[src/rtl/alu_result_packer.sv]
// alu_result_packer
// Return path of the UART ALU. Captures one ALU result (opcode + 64-bit
// value) and serialises it into a framed byte stream for the UART TX:
//   byte 0 opcode, byte 1 reserved, bytes 2/3 total frame length (LE),
//   then the payload, least significant byte first.
// The payload is WIDE_BYTES long for WIDE_OPCODE and NARROW_BYTES otherwise.
//
// Ports
//   clk             clock, rising edge
//   rst_n           asynchronous active-low reset
//   opcode_i        opcode of the result, sampled with result_valid_i
//   result_i        64-bit ALU result, sampled with result_valid_i
//   result_valid_i  single-cycle result strobe from the ALU
//   ready_o         packer idle; a result_valid_i this cycle is accepted
//   tx_data_o       byte towards the UART transmitter
//   tx_valid_o      tx_data_o valid
//   tx_ready_i      UART TX takes the byte when tx_valid_o & tx_ready_i
//   overrun_o       sticky flag: a result arrived while busy and was dropped
module alu_result_packer #(
    parameter logic [7:0] WIDE_OPCODE  = 8'hAC,
    parameter int         NARROW_BYTES = 4,
    parameter int         WIDE_BYTES   = 8,
    parameter logic [7:0] RSVD_BYTE    = 8'h00
) (
    input  logic        clk,
    input  logic        rst_n,
    input  logic [7:0]  opcode_i,
    input  logic [63:0] result_i,
    input  logic        result_valid_i,
    output logic        ready_o,
    output logic [7:0]  tx_data_o,
    output logic        tx_valid_o,
    input  logic        tx_ready_i,
    output logic        overrun_o
);

    typedef enum logic [1:0] {
        ST_IDLE,
        ST_HDR,
        ST_PAY
    } state_t;

    state_t      state_q, state_d;
    logic [3:0]  idx_q, idx_d;
    logic [7:0]  opcode_q, opcode_d;
    logic [63:0] result_q, result_d;
    logic [3:0]  nbytes_q, nbytes_d;
    logic        overrun_q, overrun_d;

    logic        accept;
    logic [3:0]  last_idx;
    logic [15:0] frame_len;
    logic [2:0]  pay_sel;

    // One index runs across the whole frame: 0..3 header, 4..3+N payload.
    assign accept    = (state_q != ST_IDLE) && tx_ready_i;
    assign last_idx  = 4'd3 + nbytes_q;
    assign frame_len = 16'd4 + {12'd0, nbytes_q};
    // Payload index 4..11 maps to byte 0..7; modulo-8 subtraction does it.
    assign pay_sel   = idx_q[2:0] - 3'd4;

    always_comb begin
        state_d   = state_q;
        idx_d     = idx_q;
        opcode_d  = opcode_q;
        result_d  = result_q;
        nbytes_d  = nbytes_q;
        // A strobe while busy (including the last-byte acceptance cycle) is dropped.
        overrun_d = overrun_q | (result_valid_i && (state_q != ST_IDLE));

        case (state_q)
            ST_IDLE: begin
                if (result_valid_i) begin
                    opcode_d = opcode_i;
                    result_d = result_i;
                    nbytes_d = (opcode_i == WIDE_OPCODE) ? 4'(WIDE_BYTES)
                                                         : 4'(NARROW_BYTES);
                    idx_d    = 4'd0;
                    state_d  = ST_HDR;
                end
            end
            ST_HDR: begin
                if (accept) begin
                    idx_d = idx_q + 4'd1;
                    if (idx_q == 4'd3) begin
                        state_d = ST_PAY;
                    end
                end
            end
            ST_PAY: begin
                if (accept) begin
                    if (idx_q == last_idx) begin
                        idx_d   = 4'd0;
                        state_d = ST_IDLE;
                    end else begin
                        idx_d = idx_q + 4'd1;
                    end
                end
            end
            default: begin
                idx_d   = 4'd0;
                state_d = ST_IDLE;
            end
        endcase
    end

    // Output byte is a pure function of registered state, so it cannot
    // change while a byte waits for tx_ready_i.
    always_comb begin
        tx_data_o = 8'h00;
        case (state_q)
            ST_HDR: begin
                case (idx_q[1:0])
                    2'd0:    tx_data_o = opcode_q;
                    2'd1:    tx_data_o = RSVD_BYTE;
                    2'd2:    tx_data_o = frame_len[7:0];
                    default: tx_data_o = frame_len[15:8];
                endcase
            end
            ST_PAY:  tx_data_o = result_q[{pay_sel, 3'b000} +: 8];
            default: tx_data_o = 8'h00;
        endcase
    end

    assign tx_valid_o = (state_q != ST_IDLE);
    assign ready_o    = (state_q == ST_IDLE);
    assign overrun_o  = overrun_q;

    always_ff @(posedge clk or negedge rst_n) begin
        if (!rst_n) begin
            state_q   <= ST_IDLE;
            idx_q     <= 4'd0;
            opcode_q  <= 8'h00;
            result_q  <= 64'h0;
            nbytes_q  <= 4'd0;
            overrun_q <= 1'b0;
        end else begin
            state_q   <= state_d;
            idx_q     <= idx_d;
            opcode_q  <= opcode_d;
            result_q  <= result_d;
            nbytes_q  <= nbytes_d;
            overrun_q <= overrun_d;
        end
    end

endmodule
[config.mk]
export PLATFORM = sky130hd
export DESIGN_NAME = alu_result_packer
export DESIGN_NICKNAME = d
export VERILOG_FILES = /design/src/rtl/alu_result_packer.sv
export SDC_FILE = /design/constraint.sdc
export NUM_CORES = 1
export LEC_CHECK = 0
export BUFFER_PORTS_ARGS = -buffer_cell sky130_fd_sc_hd__clkbuf_2
export CAP_MARGIN = 20
export CORE_MARGIN = 1
export CORE_UTILIZATION = 49
export DETAILED_ROUTE_END_ITERATION = 16
export PLACE_DENSITY = 0.85
export SLEW_MARGIN = 15
export SYNTH_ARGS = -nofsm -noshare
export SYNTH_HDL_FRONTEND = slang
export SYNTH_SLANG_ARGS = --single-unit
[constraint.sdc]
create_clock -name clk -period 2 [get_ports clk]
set_clock_uncertainty 0.1 [all_clocks]
set_input_delay 0.5 -clock clk [delete_from_list [all_inputs] [get_ports clk]]
set_output_delay 0.5 -clock clk [all_outputs]
set_load 0.05 [all_outputs]
==> results of run 1 <==
stage by stage:
stage	setup WS [ns]	utilization, %	setup TNS (ns)	hold WS [ns]	cell area [sq um]
4_1_cts	-0.660	68.9	-4.73	0.245	5360
5_1_grt	-0.720	70.2	-5.41	0.246	5450
2_1_floorplan	-0.240	-	-1.81	0.104	4140
3_5_place_dp	-0.339	62.7	-2.37	0.337	4870
6_report	-0.639	70.2	-4.89	0.257	5450
3_3_place_gp	-0.284	62.7	-2.00	0.334	4870
power by group:
group	internal, mW	switching [mW]
logic	2.14	2.10
registers	2.43	0.526
clock network	0.736	0.591
total	5.30	3.22
registers in the layout, summed over array words and instances, names as in the netlist:
signal and cells:
result_q 64, opcode_q 8, idx_q 4, nbytes_q 2
state_q 2, overrun_o 1
routing by layer:
layer	GRT usage, %	wire length (um)
met1	33.7	4310
met2	42.7	5370
met3	5.31	485
met4	11.2	312
met5	0	0
worst reg2reg max path, cell delays in order (launching register included):
cell      delay [ns]
dfrtp_1         0.39
buf_4           0.13
ha_1            0.20
buf_4           0.14
buf_4           0.14
inv_1           0.09
a32o_2          0.26
nand3b_4        0.10
mux2_4          0.30
repair_timing:
item	4_1_cts	5_1_grt
hold buffers	1	0
pin swaps	10	8
resized for setup	54	15
endpoints found under the hold margin	25	0
buffers inserted	11	5
gates cloned	0	0
setup endpoints to repair	10	9
placed cells by master (no fill, tap or decap), types with 6 or more instances in the layout:
cell type / Yosys / final
buf_6: 5 / 6
clkbuf_8: 0 / 15
buf_4: 2 / 34
dfrtp_1: 81 / 81
mux2i_1: 7 / 7
nand2_1: 14 / 11
mux2_1: 69 / 68
mux4_2: 5 / 8
nand3_1: 10 / 10
clkbuf_2: 0 / 76
nor2b_4: 0 / 6
buf_12: 0 / 6
synthesized netlist by cell type:
library cell  number
xnor2_1            2
mux4_1             3
a41oi_2            1
buf_2              9
inv_1              5
a32oi_1            3
a211oi_1           5
mux2_2             4
buf_4              2
nor4bb_1           2
ha_1               8
o2bb2ai_1          1
nand2b_1           4
a21o_1             3
a32o_2             1
o211ai_1           3
nor2_1             4
buf_6              5
a21oi_1            3
o21a_1             1
nand3b_4           1
nor2b_1           13
o21ai_1            6
o41ai_1            5
and2_1             1
a2111oi_0          5
nand3_1           10
mux2_1            69
and3_1             1
dfrtp_1           81
inv_2              2
mux4_2             5
nand2_1           14
o21ai_0            2
a31oi_1            1
mux2i_1            7
worst max path at each step:
stage | endpoint | slack, ns | cells past startpoint
after floorplan | tx_data_o[3] | -0.24 | 9
after global placement | tx_data_o[6] | -0.28 | 7
after detailed placement | tx_data_o[5] | -0.34 | 5
after CTS | tx_data_o[3] | -0.66 | 5
after global routing | tx_data_o[4] | -0.72 | 9
final | tx_data_o[4] | -0.64 | 5
kinds of logic after synthesis:
| kind of cell | Yosys count |
|---|---|
| compound gates | 40 |
| xor+xnor | 2 |
| fa+ha+maj | 8 |
| buf+inv | 23 |
| flops | 81 |
| mux | 88 |
| simple gates | 50 |
final cells by class:
class,instances,area (sq um)
inverters,7,32.5
clock buffers,11,141
well taps,102,128
flip-flops and latches,81,2030
clock inverters,5,78.8
multi-input cells,188,2100
fillers,512,2310
repair buffers,131,947
==> impl_metrics.ini, run 1 <==
[run_status]
status = finished with violations
violations = negative setup slack

[clocking]
cts_made_buffers = 9
insertion_delay_ns = 0.35
htreeDepth = 3
path_clk_slew_ns = 0.08
cts.path.max_buffers = 2
clockRootBuffer = clkbuf_8
cts_tree = done
cts.sinks = 81

[sta]
fin_ws_ns = -0.639
relSlewSlack_pct = 71.9
min_period_ns = 2.64
rsz0062_at_grt = true
finalSetupViolCount = 8
slew_viol_final = 0
tightest_slew_ns = 0.420
min_period_over_period_pct = 132
timing.final.hold_violations = 0
max_freq_mhz = 379

[pwr]
peakVddDrop_mv = 0.765
p_leak_nw = 2.41
cellPowerDensity_nw_per_um2 = 1560
power_mw = 8.51

[synthesis]
synth_top_cell_area_share_pct = 51.3
yosysTopAreaCell = dfrtp_1
synthMuxAreaShare_pct = 27.4
ys_seq_area_share_pct = 51.3
synth_compound_area_share_pct = 7.64
syn_inst = 292
synth_top_family_by_area = multiplexers
synthXorXnorAreaFrac_pct = 0.444
synth_top_cells_by_area = dfrtp_1 51%, mux2_1 20%, mux4_2 2.9%
syn_area_sq_um = 3950
ys_ff_latch = 81
synthAdderAreaFrac_pct = 2.53
yosysWarnings = 0
synth_cell_types = 36
syn_area_per_cell_sq_um = 13.5
synth_simple_gate_area_share_pct = 7.00
synthesis.nets = 376

[die]
core_sq_um = 7770
initial_core_util_pct = 50.8
io_pins = 87
die_area_sq_um = 8420
fp.dieW_um = 91.8
rows = 32
die_h_um = 91.8

[layout]
n_antenna_cell = 0
layoutNonFillerInstCount = 525
final_nets = 502
area_growth_pct = 38.1
layout-drive-gt1-share_pct = 49.2

[job]
drv_cap = 0

[setup_path]
cp_top_family = multiplexers
critPathArrivalTime_ns = 2.04
regToRegSetupSlack_ns = 0.03
endpoint_kind = primary output
critPathKind = reg2out
crit_path_start_kind = flop
path_cells = buf_12 > mux4_2 > o211ai_1 > o21ai_4 > buf_8
reg2reg_from = state_q[0]
cp_slowest_cell = mux4_2
cp_max_fo = 8
setup.worst_path.start = idx_q[1]
cp.required_ns = 1.40
critPathBufInv = 2
rr_worst_depth = 8
r2r_end = state_q[1]
max_stage_delay_ns = 0.52

[global_routing]
antenna_found_initial = 0
grtUsageTotal_pct = 26.0
grt_max_degree = 53
grt_pass1_vias = 3190
globalRoute.totalOverflow = 0
grt_pass1_wl_mm = 16.5

[drt]
drt_iter0_drc = 245
viasPerCell = 5.68
drc = 0
routed_wl_mm = 10.5
wl_per_cell_um = 20.0
dr.pass1.iters = 4
via_count = 2981
ant_nets = 0

[hold_path]
hold_class = in2reg
hold_end = result_q[17]
min_from = result_i[17]
whs_path_depth = 2

[place]
dp.cells = 496
io_buffers = 86
gp_congestion = 0.796
dp_hpwl_mm = 6.79
Power figures use the tool's default switching activity.
==> run 2: changes to the inputs <==
--- a/config.mk
+++ b/config.mk
@@ -10,7 +10,7 @@
 export CORE_MARGIN = 1
 export CORE_UTILIZATION = 49
 export DETAILED_ROUTE_END_ITERATION = 16
-export PLACE_DENSITY = 0.85
+export PLACE_DENSITY = 0.87
 export SLEW_MARGIN = 15
 export SYNTH_ARGS = -nofsm -noshare
 export SYNTH_HDL_FRONTEND = slang
==> impl_metrics.ini, run 2 (same netlist as run 1, synthesis figures left out) <==
[global_routing]
grt_pass1_wl_mm = 14.8
grt_pass1_vias = 3015
globalRoute.totalOverflow = 0
grt_max_degree = 39
grtUsageTotal_pct = 23.1
antenna_found_initial = 0

[sta]
tightest_slew_ns = 0.515
slew_viol_final = 0
timing.final.hold_violations = 0
relSlewSlack_pct = 65.7
finalSetupViolCount = 8
totalNegativeSetupSlack_ns = -4.36
fin_ws_ns = -0.598
max_freq_mhz = 385
min_period_over_period_pct = 130
min_period_ns = 2.60
rsz0062_at_grt = true
whs_ns = 0.0118

[layout]
seqCellArea_sq_um = 2030
reg_top3 = result_q (64), opcode_q (8), idx_q (4)
layout_common_cells = 80 x dfrtp_1, 76 x clkbuf_2, 68 x mux2_1, 28 x buf_4, 14 x clkbuf_8
final_nets = 495
largest_register_ffs = 64
final_common_cell = dfrtp_1
n_antenna_cell = 0
multi_input_area_sq_um = 2030
n_fill_cell = 521
area_growth_pct = 34.9
regMostFlops = result_q
layoutNonFillerInstCount = 518
fin_area_sq_um = 5330
layout-drive-gt1-share_pct = 46.2

[place]
placed_cell_area_sq_um = 4920
dp_hpwl_mm = 6.77
io_buffers = 86
dp_slack_ns = -0.296
dp.cells = 501
gp_congestion = 0.801

[pwr]
seqPwrFrac_pct = 35.3
p_leak_nw = 2.33
netSwitchingFraction_pct = 37.4
cellPowerDensity_nw_per_um2 = 1550
switchingPower_mw = 3.08
clockPowerShare_pct = 16.4
pwr-share-comb_pct = 48.2
peakVddDrop_mv = 0.653
p_int_mw = 5.16

[setup_path]
regToRegSetupSlack_ns = 0.07
cp.required_ns = 1.40
critPathArrivalTime_ns = 2.00
crit_path_start_kind = flop
cp_max_fo = 12
critPathKind = reg2out
endpoint_kind = primary output

[drt]
routed_wl_mm = 9.18
viasPerCell = 5.49
wl_per_cell_um = 17.7
via_count = 2843
dr.pass1.iters = 4
drc = 0
ant_nets = 0
drt_iter0_drc = 148

[die]
die_h_um = 91.8
die_area_sq_um = 8420
initial_core_util_pct = 50.8
rows = 32
core_sq_um = 7770
io_pins = 87
fp.dieW_um = 91.8

[clocking]
cts.sinks = 81
cts_hold_buffers = 0
cts_tree = done
cts_made_buffers = 9
htreeDepth = 3
path_clk_slew_ns = 0.09
cts.path.max_buffers = 2
clockRootBuffer = clkbuf_8
insertion_delay_ns = 0.35

[run_status]
status = finished with violations
violations = negative setup slack

[hold_path]
hold_class = in2async

[job]
drv_cap = 0
==> run 2: layout make-up <==
cell class / instances / share of cell area [%]
clock inverter: 7 / 1.90
tap: 102 / 2.40
timing repair buffer: 124 / 16.6
multi-input combinational: 188 / 38.1
sequential: 81 / 38.1
clock buffer: 9 / 2.33
inverter: 7 / 0.658
==> run 2: layer usage <==
metal | share of wire [%] | track usage, % | vias up
met1 | 43 | 29.3 | 1444
met3 | 3.6 | 3.98 | 16
met2 | 51 | 40.8 | 78
met5 | 0 | 0 | -
met4 | 2.0 | 6.64 | 0
li1 | - | - | 1305
==> run 2: worst max-delay path: stages, from the launching register on <==
cell,delay (ns)
dfrtp_2,0.46
buf_8,0.17
inv_4,0.06
ha_2,0.19
buf_4,0.14
a32oi_1,0.24
buf_4,0.16
o21ai_4,0.05
clkbuf_8,0.18
==> run 2: power groups by stage <==
stage	clock (mW)	combinational, mW	sequential [mW]
after floorplan	0	2.67	2.69
after global placement	0	3.47	2.84
after detailed placement	0	3.60	2.89
after CTS	1.36	3.80	2.87
after global routing	1.43	4.28	2.99
final	1.35	3.98	2.91
==> run 2: path summary, 6_finish.rpt <==
path | depth (start not counted) | endpoint | startpoint
max | 8 | tx_data_o[4] | idx_q[0]
min in group clk | 2 | result_q[19] | result_i[19]
min reg2reg | 1 | result_q[43] | result_q[43]
min | 1 | overrun_o | rst_n
max reg2reg | 6 | state_q[1] | state_q[0]
max in group asynchronous | 2 | result_q[55] | rst_n
==> run 2: through the flow <==
step / total power, mW / util, %
floorplan: 5.37 / -
finish: 8.24 / 68.6
detailed placement: 6.49 / 63.4
global placement: 6.31 / 63.4
global route: 8.71 / 68.6
CTS: 8.04 / 67.3
==> run 2: what timing repair did <==
item                                    in CTS  in global routing
gates cloned                                 0                  1
endpoints found under the setup margin       8                  9
gates resized for setup                     23                 35
pin swaps                                    3                  9
endpoints found under the hold margin        0                  0
setup buffers                                0                  3
==> run 3: changes to the inputs <==
--- a/config.mk
+++ b/config.mk
@@ -10,7 +10,7 @@
 export CORE_MARGIN = 1
 export CORE_UTILIZATION = 49
 export DETAILED_ROUTE_END_ITERATION = 16
-export PLACE_DENSITY = 0.87
+export PLACE_DENSITY_LB_ADDON = 0.25
 export SLEW_MARGIN = 15
 export SYNTH_ARGS = -nofsm -noshare
 export SYNTH_HDL_FRONTEND = slang
==> constraint.sdc (replaced) <==
create_clock -name clk -period 2 [get_ports clk]
set_clock_uncertainty 0.1 [all_clocks]
set_input_delay 0.1 -clock clk [delete_from_list [all_inputs] [get_ports clk]]
set_output_delay 0.1 -clock clk [all_outputs]
set_load 0.05 [all_outputs]
==> impl_metrics.ini, run 3 (same netlist as run 1, synthesis figures left out) <==
[clocking]
cts_made_buffers = 9
path_clk_slew_ns = 0.09
clockRootBuffer = clkbuf_8
insertion_delay_ns = 0.36
cts.path.max_buffers = 2
cts_tree = done
htreeDepth = 3
cts.sinks = 81

[drt]
wl_per_cell_um = 18.3
viasPerCell = 5.40
dr.pass1.iters = 4
routed_wl_mm = 10.6
ant_nets = 0
drt_iter0_drc = 156
drc = 0
via_count = 3128

[job]
drv_cap = 0

[die]
fp.dieW_um = 91.8
die_area_sq_um = 8420
core_sq_um = 7770
rows = 32
die_h_um = 91.8
initial_core_util_pct = 50.8
io_pins = 87

[layout]
seqCellArea_sq_um = 2030
reg_top3 = result_q (64), opcode_q (8), idx_q (4)
multi_input_area_sq_um = 2000
n_fill_cell = 492
layout_common_cells = 79 x dfrtp_1, 77 x clkbuf_2, 74 x dlygate4sd3_1, 69 x mux2_1, 17 x buf_4
final_common_cell = dfrtp_1
n_antenna_cell = 0
fin_area_sq_um = 5930
regMostFlops = result_q
area_growth_pct = 50.2
final_nets = 556
fin_util_pct = 76.4
layout-drive-gt1-share_pct = 36.9
largest_register_ffs = 64

[global_routing]
grt.busiest_layer = met2
globalRoute.totalOverflow = 0
met1_usage_pct = 31.0
grt_max_degree = 48
use_met3_pct = 6.88
use_met2_pct = 47.9
antenna_found_initial = 0
grt_pass1_vias = 3338
grtUsageTotal_pct = 26.7
grt_pass1_wl_mm = 16.7

[sta]
rsz0062_at_grt = true
slew_viol_final = 0
timing.final.hold_violations = 0
fin_ws_ns = -0.232
min_period_ns = 2.23
tightest_slew_ns = 0.606
finalSetupViolCount = 8
whs_ns = 0.102
max_freq_mhz = 448
min_period_over_period_pct = 112
relSlewSlack_pct = 59.6

[place]
io_buffers = 86
placed_cell_area_sq_um = 4730
gp_congestion = 0.784
dp_hpwl_mm = 6.38

[pwr]
cellPowerDensity_nw_per_um2 = 1350
p_leak_nw = 2.57
peakVddDrop_mv = 0.736

[setup_path]
critPathArrivalTime_ns = 2.03
endpoint_kind = primary output
critPathKind = reg2out
crit_path_start_kind = flop
cp_max_fo = 7
cp.required_ns = 1.80

[run_status]
violations = negative setup slack
status = finished with violations

[hold_path]
hold_class = in2reg
## run 3: changes by cell type in the layout (fill, tap and decap cells not counted), moves of 3 or more
cell           delta
dlygate4sd3_1    +74
buf_4            -11
buf_6             -6
buf_12            +5
a2111oi_1         -3
clkbuf_8          -3
nand2_1           +3
nor2b_4           -3
## run 3: what timing repair did
item | CTS | global route
cloned | 0 | 1
endpoints found under the hold margin | 120 | 0
resized for setup | 21 | 27
pin swaps | 7 | 5
buffers inserted | 4 | 5
hold buffers | 74 | 0
setup endpoints to repair | 8 | 8
## run 3: layout make-up
cell class | instances | share of cell area, %
repair buffers | 185 | 26.4
well taps | 102 | 2.15
inverters | 7 | 0.506
multi-input cells | 188 | 33.8
clock inverters | 7 | 0.907
flip-flops and latches | 81 | 34.2
clock buffers | 9 | 2.09
## run 3: metrics by stage
step	worst slack, ns	TNS, ns	cells	power, mW
floorplan	-0.144	-0.707	292	5.14
global placement	0.0848	0	480	6.09
detailed placement	0.0534	0	480	6.22
CTS	-0.271	-1.95	574	7.66
global route	-0.319	-2.18	579	8.45
finish	-0.232	-1.61	579	7.99
## run 3: per-layer routing
metal / part of all wire [%] / wire (um)
met3: 4.8 / 506
met4: 2.6 / 273
met2: 54 / 5700
met5: 0 / 0
met1: 39 / 4090
## run 3: worst max-delay path, stage by stage (launching register included)
cell      delay, ns
dfrtp_1        0.42
buf_12         0.15
inv_2          0.08
buf_4          0.16
nand2_1        0.13
a211oi_1       0.43
o41ai_4        0.13
buf_12         0.17
## run 3: where the power goes
group	switching, mW	internal, mW	total, mW
clock network	0.633	0.463	1.10
registers	0.502	2.43	2.93
logic	1.94	2.03	3.96
total	3.07	4.91	7.99
## run 3: final timing paths
check	end	slack (ns)	cells past startpoint	from
worst max-delay path	tx_data_o[7]	-0.23	7	idx_q[1]
worst min-delay path	idx_q[0]	0.10	3	tx_ready_i
worst max register to register	state_q[1]	0.14	6	state_q[1]
worst min register to register	overrun_o	0.39	1	overrun_o
max in group asynchronous	opcode_q[0]	1.01	3	rst_n
min in group asynchronous	result_q[5]	0.19	2	rst_n
